File: src/rtl/prog_sequencer.sv
// Instruction sequencer feeding the 8-bit Processador: issues program words, waits out
// EXEC_LAT, captures result/flags per address. Optional macro RESULT_CHAIN_EN forwards results.
module prog_sequencer #(
    parameter int DEPTH    = 16,
    parameter int ADDR_W   = 4,
    parameter int EXEC_LAT = 2
) (
    input  logic              clk,
    input  logic              reset,
    input  logic              load_en,
    input  logic [ADDR_W-1:0] load_addr,
    input  logic [23:0]       load_data,
    input  logic              start,
    output logic              busy,
    output logic              done,
    output logic [ADDR_W-1:0] pc,
    output logic [7:0]        opcode_o,
    output logic [7:0]        operand1_o,
    output logic [7:0]        operand2_o,
    input  logic [7:0]        alu_result_i,
    input  logic [7:0]        alu_flags_i,
    output logic              res_valid,
    output logic [ADDR_W-1:0] res_addr,
    output logic [7:0]        res_data,
    output logic [7:0]        res_flags
);

    typedef enum logic [1:0] {IDLE, WAIT, DONE} state_t;

    localparam logic [2:0]        LAT     = 3'(EXEC_LAT);
    localparam logic [ADDR_W-1:0] PC_LAST = ADDR_W'(DEPTH - 1);

    state_t            state;
    logic [2:0]        cnt;
    logic [23:0]       mem [DEPTH];
    logic [ADDR_W-1:0] pc_nxt;
    logic [23:0]       word0, nxt_word;
    logic [7:0]        first_op, first_op1, next_op, next_op1;

    assign pc_nxt   = pc + ADDR_W'(1);
    assign word0    = mem[0];
    assign nxt_word = mem[pc_nxt];

`ifdef RESULT_CHAIN_EN
    // Chained words take operand1 from the result being captured on the same edge;
    // the first word after start has no prior result, so it sees 0.
    assign first_op  = {1'b0, word0[22:16]};
    assign first_op1 = word0[23] ? 8'h00 : word0[15:8];
    assign next_op   = {1'b0, nxt_word[22:16]};
    assign next_op1  = nxt_word[23] ? alu_result_i : nxt_word[15:8];
`else
    assign first_op  = word0[23:16];
    assign first_op1 = word0[15:8];
    assign next_op   = nxt_word[23:16];
    assign next_op1  = nxt_word[15:8];
`endif

    // Program memory survives reset; a same-cycle start reads the pre-write word.
    always_ff @(posedge clk) begin
        if (load_en && !busy)
            mem[load_addr] <= load_data;
    end

    always_ff @(posedge clk or posedge reset) begin
        if (reset) begin
            state      <= IDLE;
            cnt        <= '0;
            busy       <= 1'b0;
            done       <= 1'b0;
            pc         <= '0;
            opcode_o   <= '0;
            operand1_o <= '0;
            operand2_o <= '0;
            res_valid  <= 1'b0;
            res_addr   <= '0;
            res_data   <= '0;
            res_flags  <= '0;
        end else begin
            res_valid <= 1'b0;
            done      <= 1'b0;
            case (state)
                IDLE: begin
                    if (start) begin
                        busy <= 1'b1;
                        if (word0[23:16] == 8'h00) begin
                            state    <= DONE;
                            done     <= 1'b1;
                            opcode_o <= 8'h00;
                        end else begin
                            opcode_o   <= first_op;
                            operand1_o <= first_op1;
                            operand2_o <= word0[7:0];
                            pc         <= '0;
                            cnt        <= '0;
                            state      <= WAIT;
                        end
                    end
                end
                WAIT: begin
                    cnt <= cnt + 3'd1;
                    if (cnt == LAT) begin
                        res_valid <= 1'b1;
                        res_addr  <= pc;
                        res_data  <= alu_result_i;
                        res_flags <= alu_flags_i;
                        if (pc == PC_LAST || nxt_word[23:16] == 8'h00) begin
                            // done is raised with the final capture; busy drops when DONE ends
                            state    <= DONE;
                            done     <= 1'b1;
                            opcode_o <= 8'h00;
                            cnt      <= '0;
                        end else begin
                            opcode_o   <= next_op;
                            operand1_o <= next_op1;
                            operand2_o <= nxt_word[7:0];
                            pc         <= pc_nxt;
                            cnt        <= '0;
                        end
                    end
                end
                DONE: begin
                    busy  <= 1'b0;
                    cnt   <= '0;
                    state <= IDLE;
                end
                default: state <= IDLE;
            endcase
        end
    end

endmodule
File: config.mk
export PLATFORM = sky130hd
export DESIGN_NAME = prog_sequencer
export DESIGN_NICKNAME = d
export VERILOG_FILES = /design/src/rtl/prog_sequencer.sv
export SDC_FILE = /design/constraint.sdc
export NUM_CORES = 1
export LEC_CHECK = 0
export BUFFER_PORTS_ARGS = -buffer_cell sky130_fd_sc_hd__buf_2
export CORE_UTILIZATION = 47
export CTS_CLUSTER_SIZE = 12
export DETAILED_ROUTE_END_ITERATION = 8
export MAX_ROUTING_LAYER = met4
export SYNTH_ARGS = -nofsm -noshare
export SYNTH_HDL_FRONTEND = slang
export SYNTH_SLANG_ARGS = --single-unit
File: constraint.sdc
create_clock -name clk -period 4.5 [get_ports clk]
set_clock_uncertainty 0.15 [all_clocks]
set_input_delay 0.225 -clock clk [delete_from_list [all_inputs] [get_ports clk]]
set_output_delay 0.225 -clock clk [all_outputs]
set_load 0.05 [all_outputs]
# Word-level counts from Yosys, hierarchy flattened
# Memories as Yosys holds them, arrays and structs flattened.
# Cells that the tools add are included.
# word_totals
elab_cells	79
ramBits	384
output_inout_bits	51
n_memories	1
regBits	56
# classes
muxes	40
n_reduce_logical	15
n_eq_ne	9
add_sub_neg	2
# memory_table
name	words	word_bits	read_ports	rd_clocked_by_memory_dff	write_ports	line_no	text
mem	16	24	2	0	1	35	logic [23:0] mem [DEPTH];
# ops
cell	count
$mux W8	12
$pmux W8 S2	3
$logic_not A8 Y1	2
$mux W4	4
$ne A2 B2 Y1 const B	5
$mux W1	9
$mux W3	3
$pmux W3 S3	1
$reduce_and A3 Y1	3
$mux W2	4
$pmux W4 S2	1
$reduce_and A5 Y1	1
$add A4 B1 Y4 const B	1
$eq A4 B4 Y1 const B	1
$pmux W1 S2	2
$pmux W2 S2	1
$reduce_and A2 Y1	2
$reduce_bool A2 Y1	2
$add A3 B1 Y3 const B	1
$eq A3 B2 Y1 const B	1
$reduce_bool A3 Y1	1
$eq A2 B1 Y1 const B	1
$eq A2 B2 Y1 const B	1
$logic_not A2 Y1	1
other kinds (3)	3

# Longest topological paths before layout
# Gate-level depths: netlist (run 1).
# An unclocked memory read counts as a cell.
# logic_depth
depth_word	7
ltp_mapped	13
depth_no_buf	8

# Least setup slack after synthesis (run 1)
# Ideal clock, no wire load.
# synth_timing
path_kind	flip-flop to flip-flop
from	reg busy
to	mem mem[0][0], enable pin
path_stages_with_launch	5
t_arrival_ps	2844
t_required_ps	3915
period_less_slack_ps	3429
setup_ps	435
path_slack_ps	1071
cell_sequence	dfrtp_1 inv_1 nand2_1 or3_1 nor3_1
# synth_via
elab_chain_len	4
# synth_rtl
element	line_no	text
start: declaration	14	output logic busy,
start signal: assignment	68	busy <= 1'b0;
start signal: assignment	84	busy <= 1'b1;
start signal: assignment	122	busy <= 1'b0;
$logic_not A1 Y1	60	if (load_en && !busy)
$logic_and A1 B1 Y1	60	
$mux W1	60	
$mux W1 (implied by the code)	61	mem[load_addr] <= load_data;
end: declaration	35	
# No other way between the ends.

# Worst setup path after layout (run 1)
# layout_timing
from	reg pc[0]
to	reg operand2_o[2]
# layout_via
elab_chain_len	6
# layout_rtl
element	line_no	text
start: declaration	16	output logic [ADDR_W-1:0] pc,
start signal: assignment	116	pc <= pc_nxt;
$add A4 B1 Y4	40	assign pc_nxt = pc + ADDR_W'(1);
$mem_v2 Z16 W24	--	
$logic_not A8 Y1	106	if (pc == PC_LAST || nxt_word[23:16] == 8'h00) begin
$logic_or A1 B1 Y1	106	
$ne A2 B2 Y1 (no line)	--	
$reduce_and A5 Y1 (no line)	--	
end signal: assignment	92	operand2_o <= word0[7:0];
end signal: assignment	115	operand2_o <= nxt_word[7:0];
end: declaration	19	output logic [7:0] operand2_o,
# Several ways; a longest one is shown, not always the timed one. The select of a mux whose other input is x is not followed.
# A chain may end at the register's enable or synchronous reset.

==> flow_summary.ini, run 1 <==
[floorplanning]
start_util_pct = 48.2
die-area_um2 = 38600
die_w_um = 196
rows = 70
pin_count = 99
core-area_um2 = 36900
die_h_um = 196

[clock_tree]
postCtsHoldBufs = 42
cts_root_buf = clkbuf_16
numCtsBuffers = 46
worstSkewPairLatency_ns = 0.55
ctsResizeCount = 0
clk_pin_slew_ns = 0.06
clockBufferDepth = 3
cts_tree = done
h-tree-depth = 2
cts_sinks = 440
post_cts_buffers = 0

[sta]
period_needed_ns = 3.71
fin_tns_setup_ns = 0
tightest_slew_ns = 1.06
hold_viol_final = 0
fmax_mhz = 270
grt_setup_unrepaired = no
layout_setup_ws_ns = 0.793
maxSlewViolCount = 0
post-route-period-util_pct = 82.4
setup_viol = 0
slew_headroom_pct = 29.1

[routing]
postRouteAntennaNets = 0
drt-pass1-iter-count = 5
wl_mm = 38.7
via_count = 9332
post_drt_wl_per_cell_um = 23.3
drc = 0
viasPerCell = 5.62
drtIter0Drc = 692

[place]
io_buffer_count = 98
place_congestion = 0.803
dp.cells = 1537
place_hpwl_mm = 21.8
pre_cts_slack_ns = 0.756

[synthesis]
ys_types = 55
synthCells = 961
netlist_area_um2 = 17800
synth_area_per_cell_um2 = 18.5
synth_flop_cell = edfxtp_1
yosysTopAreaCell = edfxtp_1
ys_ff_latch = 440
synthArstFlopShare_pct = 12.7
synth-edff-count = 384
synthDominantCellAreaShare_pct = 64.9
synth_fp_nets = 1013
synth-seq-area-share_pct = 72.7
synthTopCellsByArea = edfxtp_1, mux4_2, dfrtp_1
synth_common_cells = edfxtp_1, mux4_2, mux2i_1, dfrtp_1, nand2_1
synth.most_common_cell = edfxtp_1
yosysWarnings = 0

[outcome]
status = finished, final reports clean

[job]
drv_cap = 0

[critical_path]
cp_max_fo = 63
end_kind = register
arrival_ns = 4.03
cp.required_ns = 4.82
critical_path_class = reg -> reg
crit_start = pc[0]
worstSetupStartpointType = register
timing.rr.start = pc[0]

[final_layout]
antenna_cells = 0
utilization_pct = 56.1
num-nets-final = 1175
final_layout_size_suffix_gt1_share_pct = 27.0
syn2layout_area_growth_pct = 16.4
fin_cells = 1661

[global_route]
antenna_found_initial = 0
track_usage_pct = 21.3
grt_max_degree = 141
globalRouteOverflowTotal = 0
grt_pass1_vias = 9496
grt_pass1_wl_mm = 59.3

[pwr]
cellPowerDensity_nw_per_um2 = 598
peakVddDrop_uv = 331
p_leak_nw = 7.05

[min_path]
hold_path.class = in -> async
critical path, stage by stage, from the launching register on:
cell      delay, ns
dfrtp_4        0.50
ha_4           0.80
buf_4          0.39
nand3b_1       0.11
mux2_2         0.30
nand4_1        0.22
and4_1         0.27
nand4_1        0.11
nand4_1        0.11
buf_4          0.36
mux2i_1        0.23
cells in the final DEF, fill, tap and decap left out, types with 13 or more instances in the layout:
cell           count
edfxtp_1         384
clkbuf_16         47
nand2_1           39
mux2_2            27
nand3_1           13
dlygate4sd3_1     42
nor3b_1           24
a21oi_1           27
o22ai_1           19
buf_2             98
mux4_2            78
buf_4             26
clkbuf_1          18
inv_1             22
mux2i_1           74
dfrtp_1           55
nor2_1            13
nor3_1            16
nand3b_1          13
cells by family after synthesis:
logic type                 count (synthesis)  share of synthesized area [%]
buffers and inverters                     77                           2.17
DFF                                      440                           72.7
xor gates and xnor gates                   4                          0.387
AOI/OAI and AO/OA                         84                           3.05
muxes                                    183                           16.0
adders and majority gates                  4                          0.282
and+or+nand+nor                          169                           5.33
layout make-up:
class	instances	area (um2)
Multi-Input combinational cell	444	4550
Fill cell	2821	16200
Clock buffer	69	1300
Sequential cell	440	12900
Inverter	24	90.1
Timing Repair Buffer	167	1130
Clock inverter	13	60.1
Tap cell	504	631
metrics by stage:
| step | total power [mW] | hold WS [ns] | instance area, um2 |
|---|---|---|---|
| floorplan | 8.04 | 0.174 | 17800 |
| global placement | 8.96 | 0.234 | 18900 |
| detailed placement | 9.01 | 0.233 | 18900 |
| CTS | 12.5 | 0.201 | 20700 |
| global route | 12.9 | 0.263 | 20700 |
| finish | 12.4 | 0.193 | 20700 |
sequential cells by signal (all words and copies together) (netlist names), 2 cells and up:
name,flops
cnt,3
res_addr,4
state,2
operand1_o,8
res_flags,8
pc,4
operand2_o,8
mem,384
opcode_o,8
res_data,8
metal layers:
| metal | part of all wire [%] | track usage [%] |
|---|---|---|
| met1 | 46 | 30.0 |
| met2 | 48 | 33.3 |
| met3 | 4.3 | 2.96 |
| met4 | 1.8 | 5.27 |
| met5 | 0 | - |
worst paths after layout:
check	to	slack (ns)	cells past startpoint
worst max register to register	operand2_o[2]	0.79	10
max in group asynchronous	pc[0]	3.16	4
worst min register to register	res_data[3]	0.35	1
min in group clk	mem[0][20]	0.24	3
worst max-delay path	operand2_o[2]	0.79	10
worst min-delay path	res_flags[6]	0.19	3
power breakdown:
| part | internal (mW) | total [mW] | switching [mW] |
|---|---|---|---|
| Sequential | 4.73 | 4.90 | 0.167 |
| Clock | 1.98 | 3.46 | 1.47 |
| Combinational | 1.50 | 4.02 | 2.52 |
| Total | 8.21 | 12.4 | 4.16 |
No activity file was read; power rests on OpenSTA's default activity.
==> run 2, diff against run 1 <==
--- a/config.mk
+++ b/config.mk
@@ -5,6 +5,7 @@
 export SDC_FILE = /design/constraint.sdc
 export NUM_CORES = 1
 export LEC_CHECK = 0
+export ABC_AREA = 1
 export BUFFER_PORTS_ARGS = -buffer_cell sky130_fd_sc_hd__buf_2
 export CORE_UTILIZATION = 47
 export CTS_CLUSTER_SIZE = 12
==> constraint.sdc (replaced) <==
create_clock -name clk -period 3.74 [get_ports clk]
set_clock_uncertainty 0.15 [all_clocks]
set_input_delay 0.187 -clock clk [delete_from_list [all_inputs] [get_ports clk]]
set_output_delay 0.187 -clock clk [all_outputs]
set_load 0.05 [all_outputs]
==> run 2 against run 1 <==
Die area increased by 2.5%. Global-route usage increased by 4.8 points. Sequential power increased by 20%. Sequential cell count did not move. Register-to-register slack got worse by 0.14 ns. Area after synthesis rose by 2.5%. Sequential share of layout area shrank 1.9 points. Via count up 35%. Cell area rose by 3.1%.
==> flow_summary.ini, run 2 <==
[final_layout]
final_common_cell = nand2_1
final_area_um2 = 21300
seqCellArea_um2 = 12900
fillers = 3226
syn2layout_area_growth_pct = 17.1
final_layout_size_suffix_gt1_share_pct = 12.7
layout_common_cells = nand2_1, edfxtp_1, nor2_1, o21ai_0, inv_1
fin_cells = 2327
largest_reg_flops = 384
num-nets-final = 1828
multiInputGateArea_um2 = 4490
regMostFlops = mem

[routing]
post_drt_wl_per_cell_um = 21.0
drt-pass1-iter-count = 5
postRouteAntennaNets = 0
viasPerCell = 5.43
via_count = 12600
drc = 0
wl_mm = 48.8
drtIter0Drc = 1346

[critical_path]
end_kind = register
arrival_ns = 3.47
rr_worst_depth = 15
cp_max_fo = 23
timing.rr.start = pc[0]
r2r_setup_slack_ns = 0.65
cp.required_ns = 4.12
critical_path_class = reg -> reg
worstReg2RegEnd = operand1_o[2]
worstSetupStartpointType = register

[pwr]
p_leak_nw = 8.30
peakVddDrop_uv = 608
cellPowerDensity_nw_per_um2 = 763

[global_route]
grt_pass1_vias = 11900
grt_pass1_wl_mm = 73.5
track_usage_pct = 26.1
grt_max_degree = 180
antenna_found_initial = 3
globalRouteOverflowTotal = 0

[synthesis]
synth_flop_cell = edfxtp_1
yosysWarnings = 0
yosysTopAreaCell = edfxtp_1
synthCells = 1636
synth-edff-count = 384
synth.most_common_cell = nand2_1
netlist_area_um2 = 18200
synthDominantCellAreaShare_pct = 63.3
synth_common_cells = nand2_1, edfxtp_1, nor2_1, o21ai_0, inv_1
synth_fp_nets = 1688
ys_types = 26
synthTopCellsByArea = edfxtp_1, nand2_1, dfrtp_1
synthArstFlopShare_pct = 12.7
synth-seq-area-share_pct = 71.0
ys_ff_latch = 440
synth_area_per_cell_um2 = 11.1

[min_path]
hold_path.class = in -> async

[floorplanning]
start_util_pct = 48.0
die_w_um = 199
rows = 71
die_h_um = 199
die-area_um2 = 39600
pin_count = 99
core-area_um2 = 37900

[sta]
period_needed_ns = 3.09
fin_tns_setup_ns = 0
hold_viol_final = 0
grt_setup_unrepaired = no
tightest_slew_ns = 0.805
fmax_mhz = 324
maxSlewViolCount = 0
slew_headroom_pct = 46.4
post-route-period-util_pct = 82.6
setup_viol = 0

[clock_tree]
worstSkewPairLatency_ns = 0.59
cts_root_buf = clkbuf_16
ctsResizeCount = 0
post_cts_buffers = 0
cts_sinks = 440
clk_pin_slew_ns = 0.06
numCtsBuffers = 47
clockBufferDepth = 3
cts_tree = done
h-tree-depth = 2

[place]
io_buffer_count = 98
place_congestion = 0.859
place_area_um2 = 19400
place_hpwl_mm = 26.5
dp.cells = 2196

[outcome]
status = finished, final reports clean

[job]
drv_cap = 0
-- run 2: changes by cell type after synthesis, sizes merged, moves of 32 or more --
cell | before | now
nand2 | 39 | 411
o21ai | 7 | 159
nor2 | 25 | 169
inv | 24 | 128
nand3 | 13 | 104
mux4 | 78 | 0
mux2i | 74 | 0
clkbuf | 15 | 47
-- run 2: what timing repair did --
action,CTS,global route
hold buffers,42,0
hold endpoints to repair,430,0
setup endpoints to repair,0,0
-- run 2: cell families after synthesis --
logic type,count (synthesis),synth area share (%)
flops,440,71.0
simple gates,704,15.5
compound gates,263,7.84
xor+xnor,5,0.405
fa+ha+maj,4,0.275
buf+inv,220,5.03
-- run 2: final cells by class --
type / count / share of cell area [%]
antenna: 4 / 0.0469
multi-input combinational: 976 / 21.1
timing repair buffer: 183 / 5.84
tap: 511 / 3.00
clock inverter: 19 / 1.04
sequential: 440 / 60.7
inverter: 128 / 2.26
clock buffer: 66 / 6.09
-- run 2: per-layer routing --
layer	global-route usage [%]	vias up	wire length [um]
li1	-	5894	-
met1	37.9	6137	22200
met2	38.2	528	21600
met3	3.98	80	4030
met4	7.58	0	1040
met5	-	-	0
-- run 2: power breakdown --
group	switching (mW)	leakage, nW	internal, mW	total [mW]
logic	4.13	3.42	1.64	5.78
clock network	1.89	0.738	2.70	4.59
registers	0.211	4.14	5.68	5.90
-- run 2: how the worst max path moves through the flow --
stage / start / end
2_1_floorplan: busy / mem[10][0]
3_3_place_gp: state[1] / res_addr[0]
3_5_place_dp: pc[0] / operand1_o[1]
5_1_grt: pc[0] / operand2_o[3]
4_1_cts: pc[0] / operand1_o[1]
6_report: pc[0] / operand1_o[2]
-- run 2: worst max-delay path: stages (launching register included) --
cell	delay, ns
dfrtp_4	0.54
ha_4	0.46
buf_4	0.34
nor2_1	0.08
nand2_1	0.06
nand3_1	0.07
nand3_1	0.10
nand2_1	0.12
nor2_1	0.13
nand2_1	0.06
o21ai_1	0.22
nand2_1	0.13
nand2_2	0.13
buf_4	0.26
nand2_1	0.09
nand2_1	0.06
-- run 2: through the flow --
step	util [%]	power [mW]	worst slack [ns]	hold slack, ns
after floorplan	-	10.1	0.563	0.136
after global placement	51.1	11.6	0.763	0.170
after detailed placement	51.1	11.7	0.693	0.180
after CTS	56.2	16.3	0.677	0.104
after global routing	56.2	17.2	0.387	0.157
final	56.2	16.3	0.651	0.100
